**config.mk**
```make
export PLATFORM = sky130hd
export DESIGN_NAME = traffic_lights
export DESIGN_NICKNAME = d
export VERILOG_FILES = /design/src/rtl/traffic_lights.sv
export SDC_FILE = /design/constraint.sdc
export NUM_CORES = 1
export LEC_CHECK = 0
export CAP_MARGIN = 10
export CORE_MARGIN = 1
export CORE_UTILIZATION = 53
export CTS_CLUSTER_DIAMETER = 120
export DETAILED_ROUTE_END_ITERATION = 6
export PLACE_DENSITY = 0.9
export SLEW_MARGIN = 20
export SYNTH_ARGS = -nofsm -noshare
export SYNTH_HDL_FRONTEND = slang
export SYNTH_SLANG_ARGS = --single-unit
```
**constraint.sdc**
```tcl
create_clock -name clk -period 6.4 [get_ports clk]
set_input_delay 0.64 -clock clk [delete_from_list [all_inputs] [get_ports clk]]
set_output_delay 0.64 -clock clk [all_outputs]
set_load 0.005 [all_outputs]
```
**src/rtl/traffic_lights.sv**
```systemverilog
// Four-road traffic light controller: round-robin green allocation driven by
// stop-line/queue sensors, with start pulses to an external phase timer.
module traffic_lights (
  input  logic       clk,
  input  logic       rst_n,
  input  logic       i_sensor_1_1,
  input  logic       i_sensor_2_1,
  input  logic       i_sensor_3_1,
  input  logic       i_sensor_4_1,
  input  logic       i_sensor_1_5,
  input  logic       i_sensor_2_5,
  input  logic       i_sensor_3_5,
  input  logic       i_sensor_4_5,
  input  logic       counter_done,
  output logic       short_counter,
  output logic       long_counter,
  output logic [3:0] current_state
);

  typedef enum logic [3:0] {
    IDLE = 4'd0,
    G1   = 4'd1,
    Y1   = 4'd2,
    G2   = 4'd3,
    Y2   = 4'd4,
    G3   = 4'd5,
    Y3   = 4'd6,
    G4   = 4'd7,
    Y4   = 4'd8
  } state_t;

  state_t     state_reg, state_next;
  logic [1:0] last_reg, last_next;
  logic       short_reg, short_next;
  logic       long_reg, long_next;

  logic [3:0] req;
  logic [3:0] heavy;
  logic [3:0] state_minus_one;
  logic [1:0] cur_road;
  logic [1:0] scan_base;
  logic [1:0] scan_idx;
  logic [1:0] pick;
  logic       pick_valid;
  state_t     pick_green;

  // Road indices are 0..3 internally (road N is index N-1).
  assign req   = {i_sensor_4_1 | i_sensor_4_5, i_sensor_3_1 | i_sensor_3_5,
                  i_sensor_2_1 | i_sensor_2_5, i_sensor_1_1 | i_sensor_1_5};
  assign heavy = {i_sensor_4_5, i_sensor_3_5, i_sensor_2_5, i_sensor_1_5};

  // Green code of road i is 2i+1 and yellow is 2i+2, so (code-1)>>1 recovers i.
  assign state_minus_one = state_reg - 4'd1;
  assign cur_road        = state_minus_one[2:1];

  // In a yellow phase the road being served becomes the scan origin.
  assign scan_base  = (state_reg == IDLE) ? last_reg : cur_road;
  assign pick_green = state_t'({1'b0, pick, 1'b1});

  // Cyclic scan: the origin road itself is visited last (k = 4 wraps to it).
  always_comb begin
    pick_valid = 1'b0;
    pick       = scan_base;
    scan_idx   = scan_base;
    for (int k = 1; k <= 4; k++) begin
      scan_idx = scan_base + k[1:0];
      if (!pick_valid && req[scan_idx]) begin
        pick_valid = 1'b1;
        pick       = scan_idx;
      end
    end
  end

  always_comb begin
    state_next = state_reg;
    last_next  = last_reg;
    short_next = 1'b0;
    long_next  = 1'b0;
    case (state_reg)
      IDLE: begin
        if (pick_valid) begin
          state_next = pick_green;
          long_next  = heavy[pick];
          short_next = !heavy[pick];
        end
      end
      G1, G2, G3, G4: begin
        if (counter_done) begin
          state_next = state_t'(state_reg + 4'd1);
          short_next = 1'b1;
        end
      end
      Y1, Y2, Y3, Y4: begin
        if (counter_done) begin
          last_next = cur_road;
          if (pick_valid) begin
            state_next = pick_green;
            long_next  = heavy[pick];
            short_next = !heavy[pick];
          end else begin
            state_next = IDLE;
          end
        end
      end
      default: begin
        state_next = IDLE;
      end
    endcase
  end

  always_ff @(posedge clk or negedge rst_n) begin
    if (!rst_n) begin
      state_reg <= IDLE;
      last_reg  <= 2'd3;
      short_reg <= 1'b0;
      long_reg  <= 1'b0;
    end else begin
      state_reg <= state_next;
      last_reg  <= last_next;
      short_reg <= short_next;
      long_reg  <= long_next;
    end
  end

  assign current_state = state_reg;
  assign short_counter = short_reg;
  assign long_counter  = long_reg;

endmodule

```
* Word-level counts from Yosys, hierarchy flattened
Cells that the tools add are included.
** Cells by class
- Magnitude comparators :: 5
- Bitwise gates (word level) :: 4
- Reductions and logical operators :: 12
- Multiplexer cells :: 31
- Add/sub/neg operators :: 5
- Equal/unequal tests :: 11
** Operators with widths (number)
- $eq A4 B3 Y1 const B :: 4
- $lt A2 B3 Y1 const B :: 5
- $mux W1 :: 14
- $mux W4 :: 3
- $pmux W4 S3 :: 1
- $bmux W1 S2 :: 5
- $mux W2 :: 5
- $eq A4 B2 Y1 const B :: 2
- $reduce_or A4 Y1 :: 2
- $ne A2 B2 Y1 const B :: 3
- $add A2 B2 Y2 const B :: 2
- $add A4 B1 Y4 const B :: 1
- $eq A4 B1 Y1 const B :: 1
- $eq A4 B4 Y1 const B :: 1
- $logic_not A1 Y1 :: 4
- $logic_not A4 Y1 :: 1
- $or A1 B1 Y1 :: 4
- $logic_and A1 B1 Y1 :: 3
- $mux W3 :: 1
- $pmux W1 S3 :: 1
- $reduce_and A3 Y1 :: 1
- $sub A3 B1 Y3 const B :: 1
- $add A2 B1 Y2 const B :: 1
- $pmux W1 S2 :: 1
- $reduce_and A2 Y1 :: 1
** Storage, ports and cells
- Logic and storage cells :: 72
- Output and inout port bits :: 6
- Bits in registers :: 8
- Input port bits :: 11

* Longest topological paths before layout
- Word-level depth :: 21
- Mapped depth :: 8
- Depth with buffers taken out :: 8

* Worst setup path after synthesis
No wires, ideal clock.
- Path kind :: register to register
- From :: register state_reg[0], in the netlist current_state[0]
- To :: register state_reg[1], in the netlist current_state[1]
- Library setup time :: 0.137 ns
- Path buffers :: 0
- Stages on the path, launching flop included :: 9
- Arrival time :: 2.243 ns
- Data required time :: 6.263 ns
- Path slack :: 4.020 ns
- Period minus slack after synthesis :: 2.380 ns
- Cells stage by stage :: dfrtp_1 inv_1 ha_1 or3b_4 mux2i_4 and3b_1 or3_1 a221oi_1 a21oi_1
** On the way
- Longest elaborated chain between the ends :: 18
- Elaborated cells between the ends (all ways) :: 48
** Ends and longest elaborated chain
- from (decl) :: line 32 : state_t state_reg, state_next;
- from (signal assigned) :: line 118 : state_reg <= state_next;
- $sub A3 B1 Y3 or $logic_not A4 Y1 (tied branches) :: line 53, 57, 79
- $mux W2 :: line 57 : assign scan_base = (state_reg == IDLE) ? last_reg : cur_road;
- $add A2 B1 Y2 :: line 66 : scan_idx = scan_base + k[1:0];
- $bmux W1 S2 :: line 67 : if (!pick_valid && req[scan_idx]) begin
- $mux W1 (implied by the code) :: line 67
- $mux W1 :: line 67
- $logic_not A1 Y1 :: line 67
- $logic_and A1 B1 Y1 :: line 67
- (+2 left out)
- $logic_and A1 B1 Y1 :: line 67
- $mux W1 :: line 67
- $logic_not A1 Y1 :: line 67
- $logic_and A1 B1 Y1 :: line 67
- $mux W2 or $mux W1 (tied branches) :: line 67
- $mux W3 :: line 96 : if (pick_valid) begin
- $mux W4 :: line 94 : if (counter_done) begin
- $pmux W4 S3 :: line 79 : case (state_reg)
Parallel ways exist; a longest one is shown, timed or not. The select of a mux whose other input is x is not followed.
A chain may end at the register's enable or synchronous reset.

* Worst setup path in the final report
- From :: register state_reg[0], in the netlist current_state[0]
- To :: register short_reg, in the netlist short_counter
** On the way
- Longest elaborated chain between the ends :: 21
- Elaborated cells between the ends (all ways) :: 44
** Ends and longest elaborated chain
- $sub A3 B1 Y3 or $logic_not A4 Y1 (tied branches) :: line 53, 57, 79
- $mux W2 :: line 57
- $add A2 B1 Y2 :: line 66
- $bmux W1 S2 :: line 67
- $mux W1 (implied by the code) :: line 67
- $mux W1 :: line 67
- $logic_not A1 Y1 :: line 67
- $logic_and A1 B1 Y1 :: line 67
- (+6 left out)
- $mux W2 :: line 67
- $bmux W1 S2 :: line 84, 99
- $mux W1 (implied by the code) :: line 84, 99
- $logic_not A1 Y1 :: line 84, 99
- $mux W1 :: line 81, 96
- $mux W1 :: line 94
- $pmux W1 S3 (*) :: line 79
- via short_next :: line 34 : logic short_reg, short_next;
- to (signal assigned) :: line 120 : short_reg <= short_next;
- to (decl) :: line 34
Mark *: on every way through the listed nets, which the timed path passes. The rest lies on a longest branch. The select of a mux whose other input is x is not followed.

==> qor.json <==
{
  "outcome": {"value": "complete, no violations"},
  "worst_hold_slack": {"value": 0.520, "unit": "ns"},
  "routed_wire_length_per_instance": {"value": 16.9, "unit": "microns"},
  "finalHoldViolations": {"value": 0},
  "crit_type": {"value": "flip-flop to flip-flop"},
  "detailed_place_hpwl": {"value": 1.66, "unit": "mm"},
  "wl_met1": {"value": 892, "unit": "microns"},
  "timing.hold.worst_endpoint": {"value": "last_reg[1]"},
  "synth-seq-cells": {"value": 8},
  "seq_total_area_yosys": {"value": 0.263},
  "vias_per_cell": {"value": 6.55},
  "routed_wl": {"value": 2.11, "unit": "mm"},
  "final_antenna_net_count": {"value": 0},
  "complex_gate_fraction_of_the_synthesized_area": {"value": 0.292},
  "num-fill-cells": {"value": 115},
  "worst_hold_path_type": {"value": "flip-flop to flip-flop"},
  "xor_xnor_portion_of_the_synthesized_cell_area": {"value": 0.0114},
  "drive_above_1_share": {"value": 0.100},
  "maxCapViolCount": {"value": 0},
  "io-pin-count": {"value": 17},
  "number_of_flip_flops_under_the_largest_register_name": {"value": 4},
  "core_area": {"value": 0.00133, "unit": "sq mm"},
  "post_route_total_power": {"value": 522, "unit": "uW"},
  "worst_path_largest_cell_delay": {"value": 0.63, "unit": "ns"},
  "wire_length_of_the_first_global_routing_pass": {"value": 2.93, "unit": "mm"},
  "worst-path-max-fanout": {"value": 9},
  "synth_edf_count": {"value": 0},
  "post-route-min-period": {"value": 2.67, "unit": "ns"},
  "cts_tree": {"value": "built"},
  "reg2reg_from": {"value": "current_state[0]"},
  "finalCritPeriodShare": {"value": 0.417},
  "p_int": {"value": 276, "unit": "uW"},
  "detailedRoute.firstPassIterationCount": {"value": 5},
  "p_leak": {"value": 0.000408, "unit": "uW"},
  "rsz0062_at_grt": {"value": "no"},
  "grt_pass1_vias": {"value": 673},
  "arrival": {"value": 2.80, "unit": "ns"},
  "reg2regPathDepth": {"value": 8},
  "timing.critical_path.required": {"value": 6.53, "unit": "ns"},
  "tightest_slew": {"value": 0.643, "unit": "ns"},
  "num-nets-final": {"value": 126},
  "worstHoldStart": {"value": "last_reg[1]"},
  "synthesis.yosys.warnings": {"value": 0},
  "grt_overflow": {"value": 0},
  "comb_power_share": {"value": 0.701},
  "cts-htree-levels": {"value": 1},
  "netlist_instances": {"value": 92},
  "rows": {"value": 13},
  "cts_setup_buffers": {"value": 0},
  "area_fraction_in_and_or_nand_and_nor_cells_after_synthesis": {"value": 0.276},
  "port_buffers": {"value": 16},
  "netlist_area_before_placement": {"value": 771, "unit": "sq um"},
  "number_of_antenna_violations_at_the_first_check_in_global_routing": {"value": 0},
  "synth.mux.area_fraction": {"value": 0.0292},
  "syn_nets": {"value": 107},
  "timing_max_transition_violations_final": {"value": 0},
  "slew-limit-headroom": {"value": 0.560},
  "root_buffer": {"value": "sky130_fd_sc_hd__clkbuf_4"},
  "highest-signal-layer": {"value": "met4"},
  "layout-area-overhead-vs-synth": {"value": 24.5, "unit": "%"},
  "powerDensity": {"value": 544, "unit": "mW/mm^2"},
  "cts.path.max_buffers": {"value": 2},
  "asyncSetResetFlopFracSynth": {"value": 1.00},
  "pwr-share-clk": {"value": 0.082},
  "synth_fa_ha_area_frac": {"value": 0.0779},
  "pin_count_of_the_biggest_net_entering_global_routing": {"value": 17},
  "clk_pin_slew_worst_paths": {"value": 0.06, "unit": "ns"},
  "holdBufCountCts": {"value": 0},
  "worst_setup_start_kind": {"value": "flip-flop"},
  "dr.first_iter.drc_count": {"value": 41},
  "power.net_switching": {"value": 246, "unit": "uW"},
  "start_util": {"value": 0.578},
  "whs_path_depth": {"value": 2},
  "setup-tns-final": {"value": 0, "unit": "ns"},
  "cts_resized": {"value": 0},
  "place_congestion": {"value": 0.960},
  "floorplan.die.height": {"value": 40.1, "unit": "microns"},
  "sequentialPowerShare": {"value": 0.216},
  "reg2reg_setup_slack": {"value": 3.73, "unit": "ns"},
  "rr_endpoint": {"value": "short_counter"},
  "diodes": {"value": 0},
  "timing.clock.skew": {"value": 0.00552, "unit": "ns"},
  "setup_viol_count_final": {"value": 0},
  "cts_buffers": {"value": 3},
  "swShare": {"value": 0.471},
  "postSynthAreaPerCell": {"value": 8.38, "unit": "sq um"},
  "vias": {"value": 819},
  "end_kind": {"value": "flip-flop"},
  "peak_supply_drop": {"value": 0.346, "unit": "mV"},
  "synth_top_family_by_area": {"value": "compound AO/OA/AOI/OAI gates"},
  "dieArea": {"value": 0.00161, "unit": "sq mm"},
  "worstSkewPairLatency": {"value": 0.26, "unit": "ns"},
  "die-width": {"value": 40.1, "unit": "microns"},
  "netlist-cell-type-count": {"value": 44},
  "max_freq": {"value": 375, "unit": "MHz"},
  "cts.sink_count": {"value": 8},
  "drc_violations": {"value": 0},
  "groute.usage.overall": {"value": 0.280},
  "slowest_stage": {"value": "sky130_fd_sc_hd__a2111oi_0"},
  "met3RoutedLength": {"value": 150, "unit": "microns"},
  "dr_wl_met2": {"value": 1.01, "unit": "mm"},
  "path_cells": {"value": "inv_1, ha_1, and2b_1, a21o_1, a2111oi_0, nor3_1, a32oi_1, o22ai_1"},
  "yosys_most_used_dff": {"value": "sky130_fd_sc_hd__dfrtp_1"}
}
==> synth_stat cells, types with 2 or more instances <==
master	n	share of area
sky130_fd_sc_hd__o21ai_0	4	0.026
sky130_fd_sc_hd__ha_1	4	0.065
sky130_fd_sc_hd__o31ai_1	3	0.029
sky130_fd_sc_hd__a21oi_1	7	0.045
sky130_fd_sc_hd__nand2b_1	2	0.016
sky130_fd_sc_hd__and3b_1	2	0.023
sky130_fd_sc_hd__dfrtp_1	6	0.19
sky130_fd_sc_hd__o22ai_1	4	0.032
sky130_fd_sc_hd__inv_1	6	0.029
sky130_fd_sc_hd__a21o_1	2	0.019
sky130_fd_sc_hd__nand2_1	4	0.019
sky130_fd_sc_hd__nor2_1	9	0.044
sky130_fd_sc_hd__dfstp_2	2	0.068
sky130_fd_sc_hd__or2_2	2	0.016
sky130_fd_sc_hd__nor3_1	5	0.032
sky130_fd_sc_hd__and2b_1	2	0.019
==> how the worst max path moves through the flow <==
stage / start / endpoint / slack [ns] / depth (start not counted)
floorplan: current_state[0] / current_state[1] / 4.02 / 8
global placement: i_sensor_2_5 / short_counter / 3.75 / 6
detailed placement: i_sensor_2_5 / current_state[3] / 3.70 / 5
CTS: current_state[0] / short_counter / 3.78 / 8
global route: current_state[0] / short_counter / 3.60 / 8
finish: current_state[0] / short_counter / 3.73 / 8
==> cells by family after synthesis <==
group,count (synthesis)
AND/OR/NAND/NOR,37
multiplexers,1
adder cells (fa/ha/maj),5
AO/OA/AOI/OAI,32
buffers and inverters,8
XOR/XNOR,1
flip-flops,8
==> cell type report <==
cell class	instances	area, sq um	share of cell area
repair buffers	16	160	0.167
inverters	6	22.5	0.0235
multi-input cells	76	529	0.551
well taps	15	18.8	0.0196
clock buffers	4	26.3	0.0274
flip-flops and latches	8	203	0.211
==> layer usage <==
layer	track usage	vias to the layer above
met5	0	-
met4	0.155	0
met3	0.0778	7
met2	0.399	38
met1	0.375	390
li1	-	384
==> power groups by stage <==
stage                     combinational (uW)  clock (uW)  sequential [uW]
after detailed placement                 359           0              113
final                                    366        43.0              113
after floorplan                          275           0             99.3
after CTS                                361        44.2              112
after global placement                   349           0              109
after global routing                     398        46.3              116
==> critical path, delay by kind of cell (launching register included) <==
| family | cells | cell delay [ns] |
|---|---|---|
| buf+inv | 1 | 0.13 |
| compound gates | 4 | 1.26 |
| flops | 1 | 0.45 |
| fa+ha+maj | 1 | 0.31 |
| simple gates | 2 | 0.38 |
==> cell usage in the layout (no fill, tap or decap), types with 3 or more instances in the layout <==
master and instances:
sky130_fd_sc_hd__a21oi_1 7, sky130_fd_sc_hd__o22ai_1 4, sky130_fd_sc_hd__clkbuf_4 3, sky130_fd_sc_hd__o31ai_1 3
sky130_fd_sc_hd__inv_1 6, sky130_fd_sc_hd__nor2_1 9, sky130_fd_sc_hd__clkdlybuf4s50_1 16, sky130_fd_sc_hd__dfrtp_1 6
sky130_fd_sc_hd__nor3_1 5, sky130_fd_sc_hd__nand2_1 4, sky130_fd_sc_hd__ha_1 4, sky130_fd_sc_hd__o21ai_0 4
==> metrics by stage <==
| stage | util | instances | cell area, sq um | setup WS (ns) |
|---|---|---|---|---|
| 6_report | 0.720 | 125 | 960 | 3.73 |
| 5_1_grt | 0.720 | 125 | 960 | 3.60 |
| 4_1_cts | 0.720 | 125 | 960 | 3.78 |
| 3_5_place_dp | 0.700 | 121 | 933 | 3.70 |
| 3_3_place_gp | 0.700 | 121 | 933 | 3.75 |
| 2_1_floorplan | - | 92 | 771 | 4.02 |
Power figures use the tool's default switching activity.
